<file path="config.mk">
export PLATFORM = sky130hd
export DESIGN_NAME = uart8_tx_fifo_flat
export DESIGN_NICKNAME = d
export VERILOG_FILES = /design/src/rtl/uart8_tx_fifo_if.sv /design/src/rtl/uart8_tx_fifo.sv /design/src/flat_wrapper.sv
export SDC_FILE = /design/constraint.sdc
export NUM_CORES = 1
export LEC_CHECK = 0
export ABC_AREA = 1
export BUFFER_PORTS_ARGS = -buffer_cell sky130_fd_sc_hd__buf_2
export CORE_ASPECT_RATIO = 0.5
export CORE_MARGIN = 2
export CORE_UTILIZATION = 45
export DETAILED_ROUTE_END_ITERATION = 16
export GPL_TIMING_DRIVEN = 0
export HOLD_SLACK_MARGIN = 0.08
export SYNTH_ARGS = -nofsm -noshare
export SYNTH_HDL_FRONTEND = slang
export SYNTH_SLANG_ARGS = --single-unit
</file>
<file path="constraint.sdc">
create_clock -name clk -period 3.3 [get_ports clk]
set_input_delay 0.165 -clock clk [delete_from_list [all_inputs] [get_ports clk]]
set_output_delay 0.165 -clock clk [all_outputs]
set_load 0.02 [all_outputs]
</file>
<file path="src/rtl/uart8_tx_fifo_if.sv">
// Host/transmitter-facing signal bundle for uart8_tx_fifo.
// The slave modport is the FIFO itself. The master modport is whatever sits around it:
// host push logic on one side and the UART transmitter's busy flag on the other.
interface uart8_tx_fifo_if #(
  parameter int DEPTH = 16
);
  localparam int CW = $clog2(DEPTH) + 1;

  logic          wr_en;
  logic [7:0]    wr_data;
  logic          full;
  logic          empty;
  logic [CW-1:0] count;
  logic          overflow;
  logic          tx_start;
  logic [7:0]    tx_data;
  logic          tx_busy;
  logic          sent;
  logic          timeout;

  modport master (
    output wr_en, wr_data, tx_busy,
    input  full, empty, count, overflow, tx_start, tx_data, sent, timeout
  );

  modport slave (
    input  wr_en, wr_data, tx_busy,
    output full, empty, count, overflow, tx_start, tx_data, sent, timeout
  );
endinterface

</file>
<file path="src/rtl/uart8_tx_fifo.sv">
// Byte FIFO plus launch sequencer feeding an 8-bit UART transmitter.
// Each byte is popped into a holding register. That register stays frozen until the
// transmitter reports the frame done, or until a launch is abandoned on timeout.
module uart8_tx_fifo #(
  parameter int DEPTH          = 16,
  parameter int LAUNCH_TIMEOUT = 1048576
) (
  input  logic             clk,
  input  logic             rst_n,
  uart8_tx_fifo_if.slave   bus
);
  localparam int AW = $clog2(DEPTH);
  localparam int CW = AW + 1;
  localparam int TW = $clog2(LAUNCH_TIMEOUT);
  localparam logic [TW-1:0] TIMER_MAX  = TW'(LAUNCH_TIMEOUT - 1);
  localparam logic [CW-1:0] COUNT_FULL = CW'(DEPTH);

  typedef enum logic [1:0] {IDLE, LAUNCH, BUSY} state_t;

  logic [7:0]    mem [DEPTH];
  logic [AW-1:0] wr_ptr_q, rd_ptr_q;
  logic [CW-1:0] count_q, count_d;
  logic          full_q, empty_q, overflow_q;
  state_t        state_q, state_d;
  logic [TW-1:0] timer_q, timer_d;
  logic [7:0]    tx_data_q, tx_data_d;
  logic          tx_start_q, sent_q, sent_d, timeout_q, timeout_d;
  logic          push, pop;

  // A full FIFO rejects the push even when a pop happens on the same edge.
  assign push = bus.wr_en && !full_q;

  // Occupancy bookkeeping; a simultaneous push and pop leaves the count unchanged.
  always_comb begin
    // NOTE: every always_comb output gets a default first so no path leaves it unassigned (no latch).
    count_d = count_q;
    case ({push, pop})
      2'b10:   count_d = count_q + 1'b1;
      2'b01:   count_d = count_q - 1'b1;
      default: count_d = count_q;
    endcase
  end

  // Storage write port.
  // NOTE: the array carries no reset; its contents are don't-care until written, and a reset
  // would turn the array into plain flops with a reset fan-out.
  always_ff @(posedge clk) begin
    if (push) mem[wr_ptr_q] <= bus.wr_data;
  end

  // Pointers, occupancy flags and the overflow pulse.
  always_ff @(posedge clk or negedge rst_n) begin
    if (!rst_n) begin
      wr_ptr_q   <= '0;
      rd_ptr_q   <= '0;
      count_q    <= '0;
      full_q     <= 1'b0;
      empty_q    <= 1'b1;
      overflow_q <= 1'b0;
    end else begin
      // NOTE: sequential state uses non-blocking assignments so every flop samples pre-edge values.
      if (push) wr_ptr_q <= wr_ptr_q + 1'b1;
      if (pop)  rd_ptr_q <= rd_ptr_q + 1'b1;
      count_q    <= count_d;
      full_q     <= (count_d == COUNT_FULL);
      empty_q    <= (count_d == '0);
      overflow_q <= bus.wr_en && full_q;
    end
  end

  // Sequencer next-state: pop into the holding register, wait for busy, then wait for the frame to end.
  always_comb begin
    state_d   = state_q;
    timer_d   = timer_q;
    tx_data_d = tx_data_q;
    pop       = 1'b0;
    sent_d    = 1'b0;
    timeout_d = 1'b0;
    case (state_q)
      IDLE: begin
        if (!empty_q) begin
          pop       = 1'b1;
          tx_data_d = mem[rd_ptr_q];
          timer_d   = '0;
          state_d   = LAUNCH;
        end
      end
      LAUNCH: begin
        if (bus.tx_busy) begin
          state_d = BUSY;
        end else if (timer_q == TIMER_MAX) begin
          timeout_d = 1'b1;
          state_d   = IDLE;
        end else begin
          timer_d = timer_q + 1'b1;
        end
      end
      BUSY: begin
        if (!bus.tx_busy) begin
          sent_d  = 1'b1;
          state_d = IDLE;
        end
      end
      default: state_d = IDLE;
    endcase
  end

  // Sequencer registers; tx_start is registered from the next state so it leaves a flop directly.
  always_ff @(posedge clk or negedge rst_n) begin
    if (!rst_n) begin
      state_q    <= IDLE;
      timer_q    <= '0;
      tx_data_q  <= '0;
      tx_start_q <= 1'b0;
      sent_q     <= 1'b0;
      timeout_q  <= 1'b0;
    end else begin
      state_q    <= state_d;
      timer_q    <= timer_d;
      tx_data_q  <= tx_data_d;
      tx_start_q <= (state_d == LAUNCH);
      sent_q     <= sent_d;
      timeout_q  <= timeout_d;
    end
  end

  assign bus.full     = full_q;
  assign bus.empty    = empty_q;
  assign bus.count    = count_q;
  assign bus.overflow = overflow_q;
  assign bus.tx_start = tx_start_q;
  assign bus.tx_data  = tx_data_q;
  assign bus.sent     = sent_q;
  assign bus.timeout  = timeout_q;
endmodule

</file>
<file path="src/flat_wrapper.sv">
// flat-port wrapper written by rule: the top's interface ports become plain ports
module uart8_tx_fifo_flat 
#(
  parameter int DEPTH          = 16,
  parameter int LAUNCH_TIMEOUT = 1048576
)
  (clk, rst_n, bus_wr_en, bus_wr_data, bus_tx_busy, bus_full, bus_empty, bus_count, bus_overflow, bus_tx_start, bus_tx_data, bus_sent, bus_timeout);
  uart8_tx_fifo_if #(.DEPTH(DEPTH)) bus_i ();
  input  logic clk;
  input  logic rst_n;
  input wire logic [$bits(bus_i.wr_en)-1:0] bus_wr_en;
  input wire logic [$bits(bus_i.wr_data)-1:0] bus_wr_data;
  input wire logic [$bits(bus_i.tx_busy)-1:0] bus_tx_busy;
  output wire logic [$bits(bus_i.full)-1:0] bus_full;
  output wire logic [$bits(bus_i.empty)-1:0] bus_empty;
  output wire logic [$bits(bus_i.count)-1:0] bus_count;
  output wire logic [$bits(bus_i.overflow)-1:0] bus_overflow;
  output wire logic [$bits(bus_i.tx_start)-1:0] bus_tx_start;
  output wire logic [$bits(bus_i.tx_data)-1:0] bus_tx_data;
  output wire logic [$bits(bus_i.sent)-1:0] bus_sent;
  output wire logic [$bits(bus_i.timeout)-1:0] bus_timeout;
  assign bus_i.wr_en = bus_wr_en;
  assign bus_i.wr_data = bus_wr_data;
  assign bus_i.tx_busy = bus_tx_busy;
  assign bus_full = bus_i.full;
  assign bus_empty = bus_i.empty;
  assign bus_count = bus_i.count;
  assign bus_overflow = bus_i.overflow;
  assign bus_tx_start = bus_i.tx_start;
  assign bus_tx_data = bus_i.tx_data;
  assign bus_sent = bus_i.sent;
  assign bus_timeout = bus_i.timeout;
  uart8_tx_fifo #(.DEPTH(DEPTH), .LAUNCH_TIMEOUT(LAUNCH_TIMEOUT)) u_core (.clk(clk), .rst_n(rst_n), .bus(bus_i));
endmodule
</file>
Word level (Yosys, flattened, before mapping)

Memories as Yosys holds them, arrays and structs flattened. A register that Yosys moved wholly into a read port is not among the register bits.
Index checks and enable logic that the tools add are counted.
Widths: inputs -> output; s select.

Flip-flop bits (word level): 41
RAM bits: 128
Input bits: 12
Word-level logic and storage cells: 56
Memories: 1

Memory list:

| memory     | depth | bits a word | read ports | clocked after memory_dff | write ports | RTL line            | source |
|---|---|---|---|---|---|---|---|
| u_core.mem | 16    | 8           | 1          | 1                        | 1           | uart8_tx_fifo.sv:20 | `logic [7:0] mem [DEPTH];` |

Add/subtract/negate cells: 5
Eq/ne operators: 10
Mux-type cells: 19
Bitwise operators: 1
Reductions and logical operators: 9

Operator list:

| kind                  | count |
|---|---|
| $mux 20               | 3 |
| $pmux 20 s2           | 1 |
| $add 20x1->20 const B | 1 |
| $eq 20x20->1 const B  | 1 |
| $pmux 5 s2            | 1 |
| $mux 1                | 9 |
| $add 4x1->4 const B   | 2 |
| $mux 2                | 4 |
| $eq 2x1->1 const B    | 3 |
| $ne 2x2->1 const B    | 3 |
| $pmux 2 s3            | 1 |
| $add 5x1->5 const B   | 1 |
| $eq 5x5->1 const B    | 1 |
| $logic_not 5->1       | 1 |
| $sub 5x1->5 const B   | 1 |
| $eq 2x2->1 const B    | 2 |
| $reduce_and 4->1      | 1 |
| $logic_and 1x1->1     | 2 |
| $logic_not 1->1       | 2 |
| $logic_not 2->1       | 1 |
| $reduce_and 2->1      | 1 |
| $reduce_bool 2->1     | 1 |
| $not 1->1             | 1 |

Longest topological paths before layout

Word-level depth: 5
Depth in mapped cells: 18
Gate-level depth less buffers: 17

Least setup slack after synthesis

Ideal clock, no wire load.

Path type: reg-to-reg
Start: register u_core.state_q[0]
End: register u_core.full_q, in the netlist u_core.bus.full
Arrival time: 2.460 ns
Required time: 3.229 ns
Slack: 0.769 ns
Stages on the path, launching flop included: 15
Clock period less this slack: 2.531 ns
Cells stage by stage: dfrtp_1 > nor2_1 > inv_1 > nor2_1 > clkbuf_1 > ha_1 > nor2_1 > nor2_1 > ha_1 > nand2_1 > nand2_1 > or2_2 > nor2_1 > nand3_1 > nor2_1

Longest elaborated chain between the ends: 5

RTL lines:

| what                                            | RTL line             | source |
|---|---|---|
| from (decl)                                     | uart8_tx_fifo.sv:24  | `state_t state_q, state_d;` |
| from (signal assigned)                          | uart8_tx_fifo.sv:118 | `state_q <= state_d;` |
| $logic_not 2->1 (*)                             | uart8_tx_fifo.sv:79  | `case (state_q)` |
| $mux 1 (*)                                      | uart8_tx_fifo.sv:79  |  |
| $eq 2x1->1 / $eq 2x2->1 (equally long branches) | uart8_tx_fifo.sv:37  | `case ({push, pop})` |
| $pmux 5 s2 (*)                                  | uart8_tx_fifo.sv:37  |  |
| via u_core.count_d[1]                           | uart8_tx_fifo.sv:22  | `logic [CW-1:0] count_q, count_d;` |
| $eq 5x5->1 (*)                                  | uart8_tx_fifo.sv:65  | `full_q <= (count_d == COUNT_FULL);` |
| to (signal assigned)                            | uart8_tx_fifo.sv:65  |  |
| to (decl)                                       | uart8_tx_fifo.sv:23  | `logic full_q, empty_q, overflow_q;` |

Mark *: on every way through the listed nets, which the timed path passes. The rest lies on a longest branch.
A chain may end at the register's enable or synchronous reset.

Worst setup path in the final report

Same ends and word-level chain as after synthesis.

==> results_tabular.tex <==
\begin{tabular}{lr}
\hline
Metric & Value \\
\hline
\multicolumn{2}{l}{\textbf{Run status}} \\
\quad Result of the run & finished, final reports clean \\
\multicolumn{2}{l}{\textbf{Global route}} \\
\quad Vias in the first global route & around 5400 \\
\quad Met1 Resource Use GR & 0.328 \\
\quad Global route total overflow & 0 \\
\quad Pin count of the biggest net entering global routing & 50 \\
\quad Fraction of met2 tracks used by global routing & 0.323 \\
\quad Met3 track demand over resource in global routing & 0.0599 \\
\quad Most utilized layer in the global route result & met1 \\
\quad Wire length of the first global-routing pass & slightly above 30000 microns \\
\quad Total global routing track utilization & 0.221 \\
\quad Initial antenna violation count & 0 \\
\multicolumn{2}{l}{\textbf{Clocking}} \\
\quad Max H-tree Level & 4 \\
\quad Clock slew seen by the registers of the worst setup and hold paths & approximately 0.080 ns \\
\quad Insertion delay of the later-clocked pin in the worst-skew pair & $\sim$0.44 ns \\
\quad Number of buffers created by CTS & 17 \\
\quad Count of clock tree sinks & 177 \\
\quad CTS tree & yes \\
\quad Clock tree buffer depth & 2 \\
\quad Post-CTS setup repair buffer count & 0 \\
\quad CTS Root Buffer Type & sky130\_fd\_sc\_hd\_\_clkbuf\_16 \\
\multicolumn{2}{l}{\textbf{Place}} \\
\quad Routability Congestion & approximately 0.85 \\
\quad Port-buffer cells & 30 \\
\quad Placed inst area & about 0.008 sq mm \\
\quad DP HPWL & around 13000 microns \\
\multicolumn{2}{l}{\textbf{Finish}} \\
\quad Net count, final & $\sim$840 \\
\quad Proportion of layout cells with a drive suffix above 1 & 0.102 \\
\quad Synth-to-layout area growth & 13.9\% \\
\quad Final Cell Area & slightly below 0.009 sq mm \\
\quad Antenna diodes & 0 \\
\multicolumn{2}{l}{\textbf{Floorplanning}} \\
\quad Number of primary I/O pins & 31 \\
\quad Die Span Y & around 97 microns \\
\quad Initial Util & 0.466 \\
\quad Die Width & between 150 and 200 microns \\
\quad Number of placement rows & 33 \\
\quad Total Die Area & 0.0183 sq mm \\
\quad Core Region & about 0.017 sq mm \\
\multicolumn{2}{l}{\textbf{Timing}} \\
\quad Clock skew & $\sim$0.016 ns \\
\quad Fin crit share & 0.901 \\
\quad Transition time at the pin with the least slew margin & $\sim$1.1 ns \\
\quad Peak Freq & between 300 and 400 MHz \\
\quad Unrepaired setup endpoints after global routing & no \\
\quad Total negative slack for setup checks & 0 ns \\
\quad Final worst path period need & about 3.0 ns \\
\quad Final number of max-transition violations & 0 \\
\quad Slew headroom & 0.283 \\
\quad Final hold violations & 0 \\
\quad Final setup fails & 0 \\
\multicolumn{2}{l}{\textbf{Drt}} \\
\quad Count of antenna-violating nets left after detailed routing & 0 \\
\quad First drt pass iteration count & 6 \\
\quad First DRT Iteration DRCs & $\sim$750 \\
\quad Routed via count & 5644 \\
\quad DR vias/cell & 5.32 \\
\quad Number of remaining DRC errors & 0 \\
\quad Total Routed Length & roughly 19000 microns \\
\quad Routed wire per std cell & $\sim$18 microns \\
\multicolumn{2}{l}{\textbf{Synth}} \\
\quad Async SR Flop Fraction & 0.277 \\
\quad Count leader, synth & sky130\_fd\_sc\_hd\_\_nand2\_1 \\
\quad Post-synthesis instance total & a little under 800 \\
\quad Top post-synthesis cells by count & 266 x sky130\_fd\_sc\_hd\_\_nand2\_1, 128 x sky130\_fd\_sc\_hd\_\_edfxtp\_1, 125 x sky130\_fd\_sc\_hd\_\_nand3\_1, 61 x sky130\_fd\_sc\_hd\_\_nor2\_1, 48 x sky130\_fd\_sc\_hd\_\_dfrtp\_1 \\
\quad Cell Area, Synth & just under 0.008 sq mm \\
\quad Avg Inst Size Synth & 10.1 sq um \\
\quad Count of flip-flops with a built-in enable after synthesis & between 100 and 150 \\
\quad Number of different library cells in the post-synthesis netlist & 29 \\
\quad Total of flip-flops plus latches after synthesis & 177 \\
\quad Sequential fraction of the synthesis area & 0.656 \\
\quad Post-synthesis net count & slightly below 800 \\
\quad Area fraction of the dominant cell type after synthesis & 0.497 \\
\quad Synth area leaders & sky130\_fd\_sc\_hd\_\_edfxtp\_1 50\%, sky130\_fd\_sc\_hd\_\_dfrtp\_1 16\%, sky130\_fd\_sc\_hd\_\_nand2\_1 13\% \\
\quad Synth warnings & 0 \\
\quad Largest area contributor in the netlist & sky130\_fd\_sc\_hd\_\_edfxtp\_1 \\
\quad Most instantiated flip-flop cell in the synthesis netlist & sky130\_fd\_sc\_hd\_\_edfxtp\_1 \\
\multicolumn{2}{l}{\textbf{Flow run}} \\
\quad Max-capacitance violation count & 0 \\
\multicolumn{2}{l}{\textbf{Critical path}} \\
\quad CP max stage delay & 0.46 ns \\
\quad R2R depth & 14 \\
\quad Cell chain of the critical path & nor2\_1, inv\_1, nor2\_1, clkbuf\_2, ha\_1, nor2\_1, nor2\_1, ha\_1, nand2\_1, nand2\_1, or2\_2, nor2\_1, nand3\_1, nor2\_1 \\
\quad CP max-delay cell & sky130\_fd\_sc\_hd\_\_nor2\_1 \\
\quad CP Launch Type & flop \\
\quad Required time of the worst setup path & around 3.7 ns \\
\quad Start-to-end type of the worst setup path & flop to flop \\
\quad CP dominant cell by count & sky130\_fd\_sc\_hd\_\_nor2\_1 \\
\quad Data arrival at the endpoint of the critical path & between 3 and 4 ns \\
\quad Critical Path End Type & flop \\
\quad Crit Path Max Fanout & 11 \\
\multicolumn{2}{l}{\textbf{Power}} \\
\quad Pwr/cell area & between 800 and 900 mW/mm\^{}2 \\
\quad Post-layout total power & roughly 7.8 mW \\
\quad Worst supply voltage drop on vdd & around 0.43 mV \\
\quad Static Leakage & about 3.5 nW \\
\multicolumn{2}{l}{\textbf{Worst hold path}} \\
\quad Depth of the worst hold-timing path & 1 \\
\quad Tightest Hold Check Type & primary input to flop \\
\hline
\end{tabular}
placed cells by master, fill, tap and decap left out, drive strengths merged, types with 9 or more instances in the layout:
cell | synthesis | layout
dfrtp | 48 | 48
edfxtp | 128 | 128
buf | 16 | 46
xor2 | 12 | 12
ha | 9 | 9
o21ai | 14 | 14
a21oi | 19 | 19
inv | 30 | 37
nand3 | 125 | 125
nor2 | 64 | 64
clkinv | 4 | 11
clkbuf | 13 | 31
nand2 | 268 | 268
sequential cells by signal, summed over array words and instances (netlist names), 2 cells and up:
register	count
u_core.rd_ptr_q	4
u_core.mem	128
u_core.bus.tx_data	8
u_core.wr_ptr_q	4
u_core.timer_q	20
u_core.bus.count	5
u_core.state_q	2
metal layers:
layer  vias up  share of wire
met5         -              0
met1      2725           0.47
met4         0         0.0092
met2       204           0.44
met3        23          0.084
li1       2692              -
path summary, 6_finish.rpt:
| check | slack, ns | end | from |
|---|---|---|---|
| worst min-delay path | 0.13 | u_core.mem[9][1] | bus_wr_data[1] |
| min in group asynchronous | 0.46 | u_core.timer_q[8] | rst_n |
| worst max register to register | 0.33 | u_core.bus.full | u_core.state_q[0] |
| worst min register to register | 0.48 | u_core.state_q[1] | u_core.state_q[1] |
| max in group asynchronous | 2.16 | u_core.bus.count[1] | rst_n |
| worst max-delay path | 0.33 | u_core.bus.full | u_core.state_q[0] |
critical path: cells and delay by family, from the launching register on:
family | cells | cell delay (ns)
buffers and inverters | 2 | 0.42
flip-flops | 1 | 0.41
adder cells (fa/ha/maj) | 2 | 0.55
AND/OR/NAND/NOR | 10 | 1.51
stage by stage:
step	util	hold slack, ns	instances	setup slack (ns)
CTS	0.531	0.114	1061	0.141
floorplan	-	-0.131	769	0.769
global route	0.531	0.121	1061	0.0837
detailed placement	0.492	0.375	1026	0.156
global placement	0.492	0.366	1026	0.196
finish	0.531	0.127	1061	0.328
cell type report:
type / count / area [sq um]
Fill cell: 1517 / 7780
Sequential cell: 177 / 5070
Multi-Input combinational cell: 529 / 2400
Clock buffer: 18 / 429
Tap cell: 227 / 284
Clock inverter: 14 / 183
Timing Repair Buffer: 33 / 180
Buffer: 29 / 134
Inverter: 34 / 129
cells by family (layout without fill, tap and decap cells):
group	Yosys count	in the layout	synth area share
buf+inv	63	128	0.0338
compound gates	36	36	0.0251
flops	177	177	0.656
xor+xnor	15	15	0.0170
simple gates	469	469	0.254
fa+ha+maj	9	9	0.0146
power by group:
part	switching [mW]	total (mW)	internal, mW
registers	0.180	2.92	2.74
clock network	1.01	2.04	1.04
logic	2.08	2.87	0.783
repair_timing:
| item | CTS | global route |
|---|---|---|
| endpoints found under the setup margin | 0 | 2 |
| hold endpoints to repair | 51 | 0 |
| resized for setup | 0 | 2 |
| hold buffers | 3 | 0 |
Power figures use the tool's default switching activity.
